<file path="src/rtl/eth_pcs_tx_ctrl_pkg.sv">
// Shared 10GBASE-R PCS constants: XGMII lane geometry, control symbols and the
// transmit sequencer state encoding.
package eth_pcs_params;

    localparam int N_CHANNELS      = 4;
    localparam int W_BYTE          = 8;
    localparam int N_TRANS_PER_BLK = 2;
    localparam int W_TRANS_PER_BLK = 1;
    localparam int GBX_PERIOD_DEF  = 33;

    localparam logic [W_BYTE-1:0] SYM_IDLE  = 8'h07;
    localparam logic [W_BYTE-1:0] SYM_START = 8'hFB;
    localparam logic [W_BYTE-1:0] SYM_TERM  = 8'hFD;
    localparam logic [W_BYTE-1:0] SYM_ERR   = 8'hFE;

    typedef enum logic [1:0] {
        ST_OFF  = 2'd0,
        ST_IDLE = 2'd1,
        ST_RUN  = 2'd2
    } tx_ctrl_state_e;

endpackage

</file>
<file path="src/rtl/eth_pcs_tx_ctrl_frame_mon.sv">
// Tracks whether a MAC frame is open across accepted XGMII words, flags truncation
// on gearbox loss, and (with ETH_PCS_TX_STATS_EN) keeps saturating frame/abort counts.
module eth_pcs_tx_frame_mon
    import eth_pcs_params::*;
(
    input  logic                         i_clk,
    input  logic                         i_reset_n,
    input  logic                         i_accept,
    input  logic                         i_flush,
    input  logic [N_CHANNELS-1:0]        i_ctrl,
    input  logic [N_CHANNELS*W_BYTE-1:0] i_data,
    output logic                         o_in_frame_nxt,
    output logic                         o_abort
`ifdef ETH_PCS_TX_STATS_EN
    ,
    output logic [31:0]                  o_frame_cnt,
    output logic [15:0]                  o_abort_cnt
`endif
);

    logic r_in_frame;
    logic r_abort;
    logic w_walk;
`ifdef ETH_PCS_TX_STATS_EN
    logic        w_term_hit;
    logic [31:0] r_frame_cnt;
    logic [15:0] r_abort_cnt;
`endif

    // Walk lanes in transmit order so the later of START/TERM in one word wins.
    always_comb begin
        w_walk = r_in_frame;
`ifdef ETH_PCS_TX_STATS_EN
        w_term_hit = 1'b0;
`endif
        for (int i = 0; i < N_CHANNELS; i++) begin
            if (i_ctrl[i]) begin
                if (i_data[i*W_BYTE +: W_BYTE] == SYM_START) begin
                    w_walk = 1'b1;
                end else if (i_data[i*W_BYTE +: W_BYTE] == SYM_TERM ||
                             i_data[i*W_BYTE +: W_BYTE] == SYM_ERR) begin
`ifdef ETH_PCS_TX_STATS_EN
                    if (w_walk && i_data[i*W_BYTE +: W_BYTE] == SYM_TERM) w_term_hit = 1'b1;
`endif
                    w_walk = 1'b0;
                end
            end
        end
    end

    assign o_in_frame_nxt = i_accept ? w_walk : r_in_frame;
    assign o_abort        = r_abort;

    always_ff @(posedge i_clk or negedge i_reset_n) begin
        if (!i_reset_n) begin
            r_in_frame <= 1'b0;
            r_abort    <= 1'b0;
        end else begin
            r_abort    <= i_flush & r_in_frame;
            r_in_frame <= i_flush ? 1'b0 : o_in_frame_nxt;
        end
    end

`ifdef ETH_PCS_TX_STATS_EN
    always_ff @(posedge i_clk or negedge i_reset_n) begin
        if (!i_reset_n) begin
            r_frame_cnt <= '0;
            r_abort_cnt <= '0;
        end else begin
            if (i_accept && w_term_hit && !i_flush && r_frame_cnt != '1)
                r_frame_cnt <= r_frame_cnt + 32'd1;
            if (i_flush && r_in_frame && r_abort_cnt != '1)
                r_abort_cnt <= r_abort_cnt + 16'd1;
        end
    end

    assign o_frame_cnt = r_frame_cnt;
    assign o_abort_cnt = r_abort_cnt;
`endif

endmodule

</file>
<file path="src/rtl/eth_pcs_tx_ctrl.sv">
// 10GBASE-R PCS transmit sequencer: gearbox pause insertion, encoder enables and
// XGMII gating. Define ETH_PCS_TX_STATS_EN to add frame/abort statistics ports.
module eth_pcs_tx_ctrl
    import eth_pcs_params::*;
#(
    parameter int GBX_PERIOD    = GBX_PERIOD_DEF,
    parameter int MIN_IDLE_BLKS = 4
) (
    input  logic                         i_clk,
    input  logic                         i_reset_n,
    input  logic                         i_enable,
    input  logic                         i_gbx_ready,
    input  logic [N_CHANNELS-1:0]        i_xgmii_ctrl,
    input  logic [N_CHANNELS*W_BYTE-1:0] i_xgmii_data,
    output logic                         o_xgmii_ready,
    output logic [N_CHANNELS-1:0]        o_enc_ctrl,
    output logic [N_CHANNELS*W_BYTE-1:0] o_enc_data,
    output logic                         o_clk_en,
    output logic [W_TRANS_PER_BLK-1:0]   o_trans_cnt,
    output logic                         o_blk_last,
    output logic [1:0]                   o_state,
    output logic                         o_abort
`ifdef ETH_PCS_TX_STATS_EN
    ,
    output logic [31:0]                  o_frame_cnt,
    output logic [15:0]                  o_abort_cnt
`endif
);

    localparam int W_SEQ  = $clog2(GBX_PERIOD);
    localparam int W_IDLE = $clog2(MIN_IDLE_BLKS + 2);
    localparam logic [W_SEQ-1:0]           SEQ_LAST   = W_SEQ'(GBX_PERIOD - 1);
    localparam logic [W_TRANS_PER_BLK-1:0] TRANS_LAST = W_TRANS_PER_BLK'(N_TRANS_PER_BLK - 1);
    localparam logic [W_IDLE-1:0]          IDLE_LAST  = W_IDLE'(MIN_IDLE_BLKS - 1);

    tx_ctrl_state_e               r_state;
    logic [W_SEQ-1:0]             r_seq_cnt;
    logic [W_TRANS_PER_BLK-1:0]   r_trans_cnt;
    logic [W_IDLE-1:0]            r_idle_cnt;

    logic w_active;
    logic w_clk_en;
    logic w_blk_last;
    logic w_run;
    logic w_flush;
    logic w_in_frame_nxt;

    assign w_active   = (r_state != ST_OFF);
    assign w_clk_en   = w_active && (r_seq_cnt != SEQ_LAST);
    assign w_blk_last = w_clk_en && (r_trans_cnt == TRANS_LAST);
    assign w_run      = (r_state == ST_RUN);
    assign w_flush    = w_active && !i_gbx_ready;

    assign o_clk_en      = w_clk_en;
    assign o_trans_cnt   = r_trans_cnt;
    assign o_blk_last    = w_blk_last;
    assign o_state       = r_state;
    assign o_xgmii_ready = w_run && w_clk_en;
    assign o_enc_ctrl    = w_run ? i_xgmii_ctrl : {N_CHANNELS{1'b1}};
    assign o_enc_data    = w_run ? i_xgmii_data : {N_CHANNELS{SYM_IDLE}};

    eth_pcs_tx_frame_mon u_frame_mon (
        .i_clk          (i_clk),
        .i_reset_n      (i_reset_n),
        .i_accept       (o_xgmii_ready),
        .i_flush        (w_flush),
        .i_ctrl         (i_xgmii_ctrl),
        .i_data         (i_xgmii_data),
        .o_in_frame_nxt (w_in_frame_nxt),
        .o_abort        (o_abort)
`ifdef ETH_PCS_TX_STATS_EN
        ,
        .o_frame_cnt    (o_frame_cnt),
        .o_abort_cnt    (o_abort_cnt)
`endif
    );

    // State changes out of IDLE/RUN wait for a block boundary; gearbox loss overrides all.
    always_ff @(posedge i_clk or negedge i_reset_n) begin
        if (!i_reset_n) begin
            r_state     <= ST_OFF;
            r_seq_cnt   <= '0;
            r_trans_cnt <= '0;
            r_idle_cnt  <= '0;
        end else if (w_flush) begin
            r_state     <= ST_OFF;
            r_seq_cnt   <= '0;
            r_trans_cnt <= '0;
            r_idle_cnt  <= '0;
        end else begin
            case (r_state)
                ST_IDLE, ST_RUN: begin
                    r_seq_cnt <= (r_seq_cnt == SEQ_LAST) ? '0 : r_seq_cnt + W_SEQ'(1);
                    if (w_clk_en)
                        r_trans_cnt <= (r_trans_cnt == TRANS_LAST) ? '0
                                       : r_trans_cnt + W_TRANS_PER_BLK'(1);
                    if (w_blk_last) begin
                        if (r_state == ST_IDLE) begin
                            if (!i_enable) begin
                                r_state    <= ST_OFF;
                                r_seq_cnt  <= '0;
                                r_idle_cnt <= '0;
                            end else if (r_idle_cnt >= IDLE_LAST) begin
                                r_state    <= ST_RUN;
                                r_idle_cnt <= '0;
                            end else begin
                                r_idle_cnt <= r_idle_cnt + W_IDLE'(1);
                            end
                        end else if (!i_enable && !w_in_frame_nxt) begin
                            r_state    <= ST_IDLE;
                            r_idle_cnt <= '0;
                        end
                    end
                end
                default: begin
                    r_seq_cnt   <= '0;
                    r_trans_cnt <= '0;
                    r_idle_cnt  <= '0;
                    r_state     <= (i_enable && i_gbx_ready) ? ST_IDLE : ST_OFF;
                end
            endcase
        end
    end

endmodule

</file>
<file path="config.mk">
export PLATFORM = sky130hd
export DESIGN_NAME = eth_pcs_tx_ctrl
export DESIGN_NICKNAME = d
export VERILOG_FILES = /design/src/rtl/eth_pcs_tx_ctrl_pkg.sv /design/src/rtl/eth_pcs_tx_ctrl_frame_mon.sv /design/src/rtl/eth_pcs_tx_ctrl.sv
export SDC_FILE = /design/constraint.sdc
export NUM_CORES = 1
export LEC_CHECK = 0
export ABC_AREA = 1
export ABC_CLOCK_PERIOD_IN_PS = 3100
export BUFFER_PORTS_ARGS = -buffer_cell sky130_fd_sc_hd__clkbuf_2
export CAP_MARGIN = 20
export CORE_MARGIN = 4
export CORE_UTILIZATION = 46
export DETAILED_ROUTE_END_ITERATION = 10
export GPL_TIMING_DRIVEN = 0
export PLACE_DENSITY = 0.88
export SYNTH_ARGS = -nofsm -noshare
export SYNTH_HDL_FRONTEND = slang
export SYNTH_HIERARCHICAL = 1
export SYNTH_SLANG_ARGS = --single-unit
export TNS_END_PERCENT = 1
</file>
<file path="constraint.sdc">
create_clock -name i_clk -period 3.1 [get_ports i_clk]
set_input_delay 0 -clock i_clk [delete_from_list [all_inputs] [get_ports i_clk]]
set_output_delay 0 -clock i_clk [all_outputs]
set_load 0.02 [all_outputs]
</file>
==> results of run 1 <==
cells by family (layout without fill, tap and decap cells):
kind of cell	count (synthesis)	in the layout	share of synthesized area (%)
flip-flops	14	14	26.59
AO/OA/AOI/OAI	11	11	5.507
AND/OR/NAND/NOR	123	123	46.91
adder cells (fa/ha/maj)	7	7	6.647
buffers and inverters	41	128	11.68
XOR/XNOR	4	4	2.660
path summary, 6_finish.rpt:
kind | cells past startpoint | to | start | slack (ns)
worst min register to register | 2 | u_frame_mon/o_abort | u_frame_mon/r_in_frame | 0.50
worst max-delay path | 14 | o_state[0] | o_state[0] | 0.60
worst max register to register | 14 | o_state[0] | o_state[0] | 0.60
min in group asynchronous | 2 | r_seq_cnt[4] | i_reset_n | 0.16
worst min-delay path | 4 | u_frame_mon/o_abort | i_gbx_ready | 0.05
max in group asynchronous | 2 | o_state[0] | i_reset_n | 2.68
placed cells by master, fill, tap and decap left out, types with 2 or more instances in the layout:
master,n
sky130_fd_sc_hd__clkbuf_1,3
sky130_fd_sc_hd__clkbuf_2,82
sky130_fd_sc_hd__clkbuf_4,3
sky130_fd_sc_hd__dfrtp_1,14
sky130_fd_sc_hd__ha_1,7
sky130_fd_sc_hd__inv_1,37
sky130_fd_sc_hd__nand2_1,54
sky130_fd_sc_hd__nand2_2,5
sky130_fd_sc_hd__nand3_1,6
sky130_fd_sc_hd__nand3_2,2
sky130_fd_sc_hd__nand3b_1,2
sky130_fd_sc_hd__nand4_1,7
sky130_fd_sc_hd__nor2_1,19
sky130_fd_sc_hd__nor2_2,4
sky130_fd_sc_hd__o211ai_1,2
sky130_fd_sc_hd__o21ai_1,3
sky130_fd_sc_hd__or2_0,2
sky130_fd_sc_hd__or2_2,17
sky130_fd_sc_hd__xor2_1,3
timing repair:
action	CTS	global route
hold buffers	1	0
gates resized for setup	0	0
endpoints found under the hold margin	14	0
final cells by class:
type	count	area (um^2)
fill	247	944.7
clock buffer	4	36.28
timing repair buffer	83	420.4
inverter	38	142.6
sequential	14	350.3
multi-input combinational	145	813.3
tap	31	38.79
buffer	3	11.26
stage by stage:
| step | util (%) | worst slack, ns | cell area [um^2] | hold slack (ns) |
|---|---|---|---|---|
| after global routing | 65.74 | 0.2970 | 1813 | 0.07105 |
| after global placement | 64.07 | 0.6496 | 1767 | -0.08203 |
| after detailed placement | 64.07 | 0.5901 | 1767 | -0.07231 |
| after floorplan | - | 0.7610 | 1318 | -0.2956 |
| after CTS | 65.74 | 0.5774 | 1813 | 0.03639 |
| final | 65.74 | 0.6006 | 1813 | 0.04589 |
registers in the layout, indices dropped and copies added, names as in the netlist:
signal                  flops
o_trans_cnt                 1
r_seq_cnt                   6
o_state                     2
u_frame_mon/r_in_frame      1
u_frame_mon/o_abort         1
r_idle_cnt                  3
routing by layer:
| metal | vias up | global-route usage (%) |
|---|---|---|
| met2 | 39 | 35.28 |
| met3 | 0 | 3.354 |
| met5 | - | 0 |
| met4 | 0 | 1.818 |
| met1 | 656 | 22.69 |
| li1 | 789 | - |
power by group through the flow:
stage               sequential [mW]  combinational, mW  clock [mW]
finish                        0.265              0.779       0.128
detailed placement            0.269              0.784           0
global route                  0.271              0.883       0.145
CTS                           0.265              0.788       0.135
floorplan                     0.280              0.540           0
global placement              0.267              0.764           0
worst max-delay path, cell delays in order (launching register included):
cell,delay (ns)
sky130_fd_sc_hd__dfrtp_1,0.42
sky130_fd_sc_hd__inv_1,0.08
sky130_fd_sc_hd__ha_1,0.22
sky130_fd_sc_hd__inv_1,0.16
sky130_fd_sc_hd__clkbuf_1,0.32
sky130_fd_sc_hd__nor2_1,0.16
sky130_fd_sc_hd__or2_2,0.32
sky130_fd_sc_hd__nand2_2,0.09
sky130_fd_sc_hd__inv_1,0.04
sky130_fd_sc_hd__nor2_1,0.08
sky130_fd_sc_hd__nor2_1,0.04
sky130_fd_sc_hd__o211ai_1,0.17
sky130_fd_sc_hd__nand3_1,0.15
sky130_fd_sc_hd__nand2_1,0.09
sky130_fd_sc_hd__nand2_1,0.05
==> results by stage, run 1 <==
Finish:
- The post-synthesis to final-layout area growth is 37.61%.
- The fraction of final layout cells sized beyond drive strength 1 is 41.46%.
- The final net count is 335.
- The antenna diode count is 0.
- After the flow finishes, the layout carries non-filler instances totaling 318.

Power and ir drop:
- Sequential cells burn 22.6% of the power.
- The share of total power dissipated in the clock network is 11.0%.
- For this design the total switching power over the nets is 611.5 uW.
- Cell internal power was estimated by the tool at 560.7 uW.
- The power density normalized to cell area is 646.5 nW/um^2.
- Combinational cells account for 66.5% of the total power.
- The largest vdd supply drop is 589.9 uV.
- The final total power is 1.172 mW.
- The leakage power figure is 1.135 nW.
- The net switching share of the total power is 52.17%.

Yosys:
- A synthesized cell averages 6.588 um^2.
- The largest total area in the synthesized netlist belongs to sky130_fd_sc_hd__dfrtp_1.
- When the netlist entered floorplanning its net count stood at 247.
- For this run, the number of Yosys warnings is 6.
- The flop and latch count out of synthesis is 14.
- The netlist uses 30 different library cells.
- Of all flip-flops after synthesis, the portion carrying an async set or reset was 100.0%.
- In this run the biggest area consumer among cell types represents 26.59% of the synthesized area.
- By instance count, the leading cell after synthesis is sky130_fd_sc_hd__nand2_1.
- Yosys attributes the largest share of cell area to sky130_fd_sc_hd__dfrtp_1, sky130_fd_sc_hd__nand2_1, sky130_fd_sc_hd__inv_1, sky130_fd_sc_hd__or2_2, sky130_fd_sc_hd__ha_1.
- The number of enable flip-flop cells after synthesis is 0.
- The most instantiated flip-flop cell in the synthesis netlist is sky130_fd_sc_hd__dfrtp_1.
- Ranked by instance count, the synthesized netlist is headed by sky130_fd_sc_hd__nand2_1, sky130_fd_sc_hd__inv_1, sky130_fd_sc_hd__nor2_1.
- The synthesized netlist occupies a cell area of 1318 um^2.
- The cell count after synthesis came out at 200.
- Of the synthesized area, sequential elements account for 26.59%.

Place:
- The final weighted congestion of routability-driven global placement is 0.8203.
- The cell total after placement is 313.
- Buffers placed on the I/O ports in this run total 82.
- The HPWL reported at the end of detailed placement is 3.076 mm.

Setup path:
- The critical path is of the flip-flop to flip-flop type.
- The kind of end point of the critical path is a flip-flop.
- The maximum fanout count along the critical path is 10.
- The worst setup path is launched from a flip-flop.
- Data arrives at the worst endpoint at 2.66 ns.
- The endpoint required time on the critical path is 3.27 ns.

Die:
- The die is 61.52 um tall.
- For this configuration, the core starts out at a cell density of 47.78%.
- 83 I/O pins were placed.
- The core box area is 2758 um^2.
- The horizontal die dimension is 61.52 um.
- The die covers 3784 um^2.
- The floorplan has 19 rows.

Clocking:
- The clock reaches the later pin of the worst-skew pair after 0.28 ns.
- The clock sink total is 14.
- The number of setup buffers added after CTS is 0.
- The number of buffers on the longest clock path is 2.
- The buffer type at the clock tree root is sky130_fd_sc_hd__clkbuf_4.
- The clock edge transition at the registers on the reported setup and hold paths is 0.08 ns.
- CTS built an H-tree with a depth of 1.
- The CTS tree is built.
- The number of buffers inserted during clock tree synthesis is 3.

Timing:
- Setup repair after global routing left no endpoint under its margin.
- The summed negative setup slack over all endpoints is 0 ns.
- The clock arrives with 0.004624 ns of skew.
- The smallest clock period supported by the final layout is computed as 2.499 ns.
- The number of failing hold endpoints at the final stage is 0.
- At the pin with the least slew margin, the transition time is 0.4339 ns.
- The top achievable clock speed is 0.4001 GHz.
- The final-report max-slew violation count is 0.
- The count of final setup violators is 0.
- The worst pin sits at a relative slew slack of 71.07%.
- Dividing the final minimum period by the clock period gives 80.63%.

Route:
- The first routing iteration left 61 violations.
- For this block, wires on met1 add up to 1.462 mm.
- The iteration count of the initial detailed-routing pass is 4.
- The final layout contains routed wiring with a total length of 3.531 mm.
- The routed design uses 1.839 mm of met2 wire.
- The vias after detailed routing is 1484.
- After detailed routing, the average wire length per cell comes to 11.10 um.
- The detail route stage leaves a number of antenna-violating nets equal to 0.
- The routed length on met3 is 229 um.
- The highest metal layer with signal wires is met3.
- The final routed DRC violation total is 0.
- Dividing the detail-routed via count by the number of cells gives 4.667.

Run status:
- The flow ran to the end, and the final reports show no timing, DRC or antenna violations.

Global route:
- Summed over all layers, the global routing overflow is 0.
- The first-pass GRT wire length is 5.444 mm.
- The combined global-route utilization of all metal layers is 18.70%.
- The via count of the first global-routing pass was 1304.
- The number of antenna violations at the first check in global routing is 0.
- The largest net degree at the start of global routing is 15.

Hold path:
- The type of the tightest min-delay check is input pin to flip-flop.

Run:
- The number of maximum-capacitance violations is 0.
No activity file was read; power rests on OpenSTA's default activity.
==> run 2: changes to the inputs <==
--- a/config.mk
+++ b/config.mk
@@ -6,14 +6,14 @@
 export NUM_CORES = 1
 export LEC_CHECK = 0
 export ABC_AREA = 1
-export ABC_CLOCK_PERIOD_IN_PS = 3100
+export ABC_CLOCK_PERIOD_IN_PS = 2200
 export BUFFER_PORTS_ARGS = -buffer_cell sky130_fd_sc_hd__clkbuf_2
 export CAP_MARGIN = 20
 export CORE_MARGIN = 4
-export CORE_UTILIZATION = 46
+export CORE_UTILIZATION = 39
 export DETAILED_ROUTE_END_ITERATION = 10
 export GPL_TIMING_DRIVEN = 0
-export PLACE_DENSITY = 0.88
+export PLACE_DENSITY = 0.79
 export SYNTH_ARGS = -nofsm -noshare
 export SYNTH_HDL_FRONTEND = slang
 export SYNTH_HIERARCHICAL = 1
==> constraint.sdc (replaced) <==
create_clock -name i_clk -period 2.2 [get_ports i_clk]
set_input_delay 0 -clock i_clk [delete_from_list [all_inputs] [get_ports i_clk]]
set_output_delay 0 -clock i_clk [all_outputs]
set_load 0.02 [all_outputs]
==> run 2 against run 1 <==
  * Critical endpoint unchanged
  * Highest routed layer is now met4
  * Routed wire length fell by 3.1%
  * Register-to-register slack got worse by 0.40 ns
  * Via count fell by 0.74%
  * Cell count rose by 5.0%
  * Combinational power rose by 51%
  * Power rose by 45%
  * Die area rose by 16%
==> results by stage, run 2 (synthesized netlist as in run 1, its figures left out) <==
Run status:
- The flow ran to the end, and the final reports show no timing, DRC or antenna violations.

Place:
- Summing all placed instances gives a cell area of 1788 um^2.
- The HPWL reported at the end of detailed placement is 2.937 mm.
- The congestion estimate from routability-driven global placement came to 0.8313.
- The count of input and output buffers is 82.

Route:
- The wire length reported by the detailed router is 3.421 mm.
- Once detail routing completed, the nets flagged for antenna violations numbered 0.
- The routed length per instance is 10.24 um.
- The starting DRC count in detailed routing is 47.
- In the routed design, unresolved DRC markers number 0.
- Dividing the detail-routed via count by the number of cells gives 4.410.
- The iteration count of the initial detailed-routing pass is 4.
- The detailed router placed 1473 vias in this run.

Global route:
- The number of antenna violations at the first check in global routing was 0.
- The largest net degree at the start of global routing is 15.
- Global routing consumed, over all layers together, 16.69% of the routing resources.
- Summed over all layers, the global routing overflow is 0.
- The via count of the first global-routing pass was 1395.
- The first global-routing pass estimated 5.823 mm of wire.

Timing:
- The final-report max-slew violation count was 0.
- On the final layout, the worst hold slack is 0.04610 ns.
- The post-layout minimum cycle time is 2.000 ns.
- The measured slew at the worst slew-check pin is 0.4187 ns.
- The count of final setup violators is 0.
- Across the routed clock network, the largest skew measured is 0.007569 ns.
- The number of failing hold endpoints at the final stage is 0.
- Of the available clock period, the critical path in the final layout requires 90.90%.
- Headroom to the max-slew limit came out at 72.09%.
- Derived from the worst setup path, the maximum achievable clock frequency is 0.5001 GHz.

Finish:
- The repair_antennas step left the layout with diodes totalling 0.
- Leaving out fill and tap cells, the most frequent cells in the layout are sky130_fd_sc_hd__clkbuf_2, sky130_fd_sc_hd__nand2_1, sky130_fd_sc_hd__inv_1, sky130_fd_sc_hd__nor2_1, sky130_fd_sc_hd__or2_2.
- The most common library cell in the layout ignoring fill and taps is sky130_fd_sc_hd__clkbuf_2.
- The post-route standard cell area excluding fillers is 1877 um^2.
- The final net count is 338.
- The final core area utilization is 59.52%.
- In the final layout, the multi-input gates occupy 843.3 um^2.
- The fraction of final layout cells sized beyond drive strength 1 is 45.17%.
- The fill cell instance count of the final layout is 302.
- The post-synthesis to final-layout area growth is 42.45%.
- Across the whole layout, storage elements account for 351.6 um^2.
- More flip-flops sit in one register than any other, and that register is r_seq_cnt.
- The register with the most flip-flops in the layout has 6 of them.

Setup path:
- The path type of the worst setup path is flip-flop to flip-flop.
- STA classifies the critical path startpoint as a flip-flop.
- The data arrival time at the worst-slack endpoint is 2.22 ns.
- Data on the critical path is required at its endpoint by 2.42 ns.
- The worst setup path is captured at a flip-flop.
- The maximum fanout count along the critical path is 4.
- The reg2reg setup slack is 0.20 ns.
- The number of cells on the worst reg-to-reg path is 16.

Die:
- The starting density of the core is 41.79%.
- 83 I/O pins were placed.
- The floorplan has 20 rows.
- The die is 66.12 um wide.
- The die covers 4372 um^2.
- The floorplan step set the die height to 66.12 um.
- The total area inside the core boundary comes to 3153 um^2.

Clocking:
- Counting the buffers created by CTS gives 3.
- The clock edge transition at the registers on the reported setup and hold paths is 0.09 ns.
- The number of buffers on the longest clock path is 2.
- CTS saw 14 sinks.
- In this run the clock root is driven by a sky130_fd_sc_hd__clkbuf_4.
- The H-tree depth is 1.
- The clock reaches the later pin of the worst-skew pair after 0.28 ns.
- TritonCTS built the clock tree.

Power and ir drop:
- The power density normalized to cell area is 906.0 nW/um^2.
- The final total power is 1.700 mW.
- The largest vdd supply drop is 597.4 uV.
- The analysis attributes to cell leakage a power of 1.143 nW.

Hold path:
- The type of the tightest min-delay check is input pin to flip-flop.
- The cell depth of the worst min-delay path is 4.

Run:
- The number of maximum-capacitance violations is 0.
-- run 2: cell types whose count changed in the layout (fill, tap and decap cells not counted), sizes merged --
cell | previous run | this run
buf | 0 | 4
clkbuf | 89 | 88
-- run 2: where the power goes --
group	switching, mW	internal, mW	total [mW]
combinational	0.761	0.416	1.18
clock	0.0839	0.0703	0.154
sequential	0.0514	0.318	0.369
-- run 2: layer usage --
layer  GRT usage (%)  part of all wire (%)  up-vias  routed length (um)
met2           29.86                    49       37                1688
li1                -                     -      796                   -
met1           19.90                    43      636                1470
met4           3.046                  0.79        0                  27
met3           4.592                   6.9        4                 235
met5               0                     0        -                   0
-- run 2: cell type report --
| type | instances | area share, % |
|---|---|---|
| buffer | 2 | 0.4000 |
| clock buffer | 4 | 1.400 |
| inverter | 38 | 7.600 |
| multi-input combinational | 145 | 44.93 |
| sequential | 14 | 18.73 |
| tap | 44 | 2.933 |
| timing repair buffer | 87 | 24.00 |
-- run 2: what timing repair did --
item | in CTS | in global routing
endpoints found under the hold margin | 14 | 0
resized for setup | 2 | 9
endpoints found under the setup margin | 5 | 5
hold buffers | 1 | 0
pin swaps | 2 | 7
buffers inserted | 1 | 3
-- run 2: worst paths after layout --
| check | startpoint | end |
|---|---|---|
| max in group asynchronous | i_reset_n | o_state[0] |
| min in group asynchronous | i_reset_n | o_state[1] |
| min reg2reg | r_seq_cnt[0] | r_seq_cnt[0] |
| max reg2reg | r_seq_cnt[0] | o_state[0] |
| min | i_gbx_ready | u_frame_mon/o_abort |
| max | r_seq_cnt[0] | o_state[0] |
-- run 2: stage by stage --
| stage | instances | worst slack, ns | TNS [ns] |
|---|---|---|---|
| after floorplan | 200 | 0.03489 | 0 |
| after global placement | 326 | -0.05760 | -0.2645 |
| after detailed placement | 326 | -0.08244 | -0.3717 |
| after CTS | 332 | 0.01442 | 0 |
| after global routing | 334 | -0.0009410 | -0.0009410 |
| final | 334 | 0.2002 | 0 |
-- run 2: critical path, stage by stage (launching register included) --
cell,delay (ns)
sky130_fd_sc_hd__dfrtp_1,0.41
sky130_fd_sc_hd__inv_1,0.07
sky130_fd_sc_hd__ha_2,0.16
sky130_fd_sc_hd__nand2_1,0.04
sky130_fd_sc_hd__inv_1,0.05
sky130_fd_sc_hd__nand3_2,0.09
sky130_fd_sc_hd__nand2_2,0.12
sky130_fd_sc_hd__nor2_4,0.05
sky130_fd_sc_hd__or2_4,0.24
sky130_fd_sc_hd__nand2_4,0.07
sky130_fd_sc_hd__inv_2,0.03
sky130_fd_sc_hd__nor2_1,0.08
sky130_fd_sc_hd__nor2_1,0.05
sky130_fd_sc_hd__o211ai_1,0.15
sky130_fd_sc_hd__buf_4,0.18
sky130_fd_sc_hd__nand4_1,0.08
sky130_fd_sc_hd__nand2_1,0.08
==> run 3: changes to the inputs <==
--- a/config.mk
+++ b/config.mk
@@ -7,13 +7,13 @@
 export LEC_CHECK = 0
 export ABC_AREA = 1
 export ABC_CLOCK_PERIOD_IN_PS = 2200
-export BUFFER_PORTS_ARGS = -buffer_cell sky130_fd_sc_hd__clkbuf_2
 export CAP_MARGIN = 20
 export CORE_MARGIN = 4
-export CORE_UTILIZATION = 39
+export CORE_UTILIZATION = 57
 export DETAILED_ROUTE_END_ITERATION = 10
+export DONT_BUFFER_PORTS = 1
 export GPL_TIMING_DRIVEN = 0
-export PLACE_DENSITY = 0.79
+export PLACE_DENSITY = 0.77
 export SYNTH_ARGS = -nofsm -noshare
 export SYNTH_HDL_FRONTEND = slang
 export SYNTH_HIERARCHICAL = 1
==> run 3 against run 2 <==
  * Count of clock-buffer cells in the layout unchanged
  * Via count shrank 10%
  * Worst hold slack got worse by 0.026 ns
  * Critical endpoint is now o_state[1]
  * Design area is 18% lower
  * Largest cell class unchanged
  * Clock power up 25%
  * Cell count down 28%
  * Sequential power grew 13%
  * Highest routed layer unchanged
  * Global-route usage up 4.3 points
==> results by stage, run 3 (synthesized netlist as in run 1, its figures left out) <==
Finish:
- The register with the most flip-flops is r_seq_cnt.
- Counting the fill cells in the layout gives 182.
- The fraction of final layout cells sized beyond drive strength 1 is 27.57%.
- The post-route standard cell area excluding fillers is 1535 um^2.
- The most common library cell in the layout ignoring fill and taps is sky130_fd_sc_hd__nand2_1.
- The post-route non-filler standard cell count is 242.
- In the layout the commonest cells are sky130_fd_sc_hd__nand2_1, sky130_fd_sc_hd__inv_1, sky130_fd_sc_hd__nor2_1, sky130_fd_sc_hd__or2_2, sky130_fd_sc_hd__dfrtp_1.
- The net count of the finished layout is 262.
- The register with the most flip-flops in the layout has 6 of them.
- Relative to the synthesized area, the layout overhead comes to 16.52%.
- The final core area utilization is 69.40%.
- The antenna diode count is 0.

Hold path:
- The startpoint of the lowest-slack hold path is i_enable.
- The tightest min-delay check is of the input pin to flip-flop type.

Clocking:
- The buffer type at the clock tree root is sky130_fd_sc_hd__clkbuf_4.
- TritonCTS built the clock tree.
- Counting along the longest clock path gives a buffer depth of 2.
- The H-tree depth is 1.
- The number of buffers inserted during clock tree synthesis is 3.
- Counting every sink on the clock net gives 14.
- The clock edge transition at the registers on the reported setup and hold paths is 0.09 ns.
- The clock insertion delay at the later pin of the skew report is 0.29 ns.

Timing:
- At the pin with the least slew margin, the transition time is 0.6362 ns.
- Setup repair after global routing could not meet its margin everywhere.
- The largest clock skew in the final design is 0.003013 ns.
- Setup violations remaining at the end of the flow were counted as 0.
- After layout, the worst path uses 99.56% of the clock period.
- Derived from the worst setup path, the maximum achievable clock frequency is 0.4565 GHz.
- In this run the tightest slew margin relative to its limit is 57.45%.
- The post-layout minimum cycle time is 2.190 ns.
- Setup slack on the critical path of the routed design comes to 0.009609 ns.
- The number of failing hold endpoints at the final stage came to 0.
- The final-report max-slew violation count was 0.

Place:
- Port buffering added 0 buffers.
- The worst setup timing slack at the placement stage is -0.3250 ns.
- After legalization and detailed placement, the total HPWL measured 2.656 mm.
- Counting tap cells, the placed design contains a total of 228 instances.
- At the end of routability-driven placement, the weighted congestion stood at 0.8004.
- The instance area after placement is 1358 um^2.

Power and ir drop:
- The largest vdd supply drop is 785.3 uV.
- Summed over all cells, the static leakage comes to 0.8322 nW.
- For this design the ratio of total power to cell area is 1098 nW/um^2.
- The final total power is 1.686 mW.

Route:
- For this block, the routed nets add up to 3.337 mm of wire.
- The iteration count of the initial detailed-routing pass is 4.
- The final routed DRC violation total is 0.
- Dividing the detail-routed wire length by the instance count gives 13.79 um.
- Detailed routing inserted a total of 1321 vias.
- The detail route stage leaves a number of antenna-violating nets equal to 0.
- Dividing the detail-routed via count by the number of cells gives 5.459.
- In this run, the number of DRC markers left after iteration 0 of detailed routing was 81.

Run status:
- The run finished with clean final reports.

Global route:
- The via count of the first global-routing pass is 1308.
- Entering global routing, the biggest net connects 15 pins.
- Global routing used 21.03% of the available tracks across all layers.
- The leftover overflow at the end of global routing is 0.
- The number of antenna violations at the first check in global routing came to 0.
- The first-pass GRT wire length is 5.430 mm.

Setup path:
- The data arrival time at the worst-slack endpoint is 2.42 ns.
- The endpoint required time on the critical path is 2.43 ns.
- The maximum fanout count along the critical path is 4.
- The startpoint type of the worst setup path is a flip-flop.
- Tracing the worst setup path back leads to its startpoint at r_seq_cnt[0].
- The startpoint identified for the worst register-to-register timing path is r_seq_cnt[0].
- The worst setup path is of the flip-flop to flip-flop kind.
- The kind of end point of the critical path is a flip-flop.

Die:
- The number of primary I/O pins is 83.
- The die covers 3144 um^2.
- The core box area is 2212 um^2.
- The die span in y is 56.08 um.
- The floorplan has 17 rows.
- The starting density of the core is 59.56%.
- The horizontal die dimension is 56.08 um.

Run:
- Max-cap violations in this run came to 0.
## run 3: cell types whose count changed in the layout (fill, tap and decap cells not counted), sizes merged
cell / delta
dlygate4sd3: +2
buf: +4
clkbuf: -82
## run 3: per-stage QoR
stage	hold slack [ns]	TNS [ns]
2_1_floorplan	-0.2956	0
3_3_place_gp	-0.2953	-1.230
3_5_place_dp	-0.2953	-1.590
4_1_cts	0.03999	0
5_1_grt	0.08513	-0.4099
6_report	0.01980	0
## run 3: worst paths after layout
path / cells past startpoint / end / slack (ns)
max: 16 / o_state[1] / 0.01
min: 2 / r_seq_cnt[1] / 0.02
max reg2reg: 16 / o_state[1] / 0.01
min reg2reg: 1 / r_seq_cnt[0] / 0.49
max in group asynchronous: 1 / o_state[1] / 1.59
min in group asynchronous: 1 / r_idle_cnt[2] / 0.16
## run 3: where the power goes
part | switching, mW | internal (mW) | total (mW)
Sequential | 0.0992 | 0.319 | 0.418
Combinational | 0.707 | 0.370 | 1.08
Clock | 0.0908 | 0.101 | 0.192
## run 3: final cells by class
cell class | count | area [um^2] | area share, %
Multi-Input combinational cell | 145 | 860.8 | 56.07
Sequential cell | 14 | 352.8 | 22.98
Inverter | 38 | 152.6 | 9.943
Timing Repair Buffer | 11 | 90.09 | 5.868
Clock buffer | 4 | 36.28 | 2.363
Tap cell | 28 | 35.03 | 2.282
Buffer | 2 | 7.507 | 0.4890
## run 3: worst max-delay path: stages (launching register included)
cell and delay (ns):
sky130_fd_sc_hd__dfrtp_1 0.41, sky130_fd_sc_hd__inv_1 0.07, sky130_fd_sc_hd__ha_2 0.15, sky130_fd_sc_hd__nand2_1 0.04
sky130_fd_sc_hd__inv_1 0.05, sky130_fd_sc_hd__nand3_2 0.10, sky130_fd_sc_hd__nand2_2 0.13, sky130_fd_sc_hd__nor2_4 0.07
sky130_fd_sc_hd__or2_2 0.30, sky130_fd_sc_hd__nand2_2 0.09, sky130_fd_sc_hd__inv_2 0.03, sky130_fd_sc_hd__nor2_1 0.09
sky130_fd_sc_hd__nor2_1 0.05, sky130_fd_sc_hd__o211ai_1 0.15, sky130_fd_sc_hd__buf_4 0.18, sky130_fd_sc_hd__nand4_1 0.10
sky130_fd_sc_hd__nand2_1 0.09
## run 3: routing by layer
| layer | part of all wire [%] | GRT usage, % | up-vias |
|---|---|---|---|
| met5 | 0 | 0 | - |
| met4 | 2.3 | 10.51 | 0 |
| met3 | 7.3 | 3.016 | 9 |
| met2 | 54 | 40.07 | 64 |
| met1 | 36 | 21.95 | 604 |
| li1 | - | - | 644 |
## run 3: timing repair
action,CTS,global route
resized for setup,16,5
endpoints found under the hold margin,19,0
buffers inserted,3,5
pin swaps,6,9
hold buffers,3,0
setup endpoints to repair,5,5
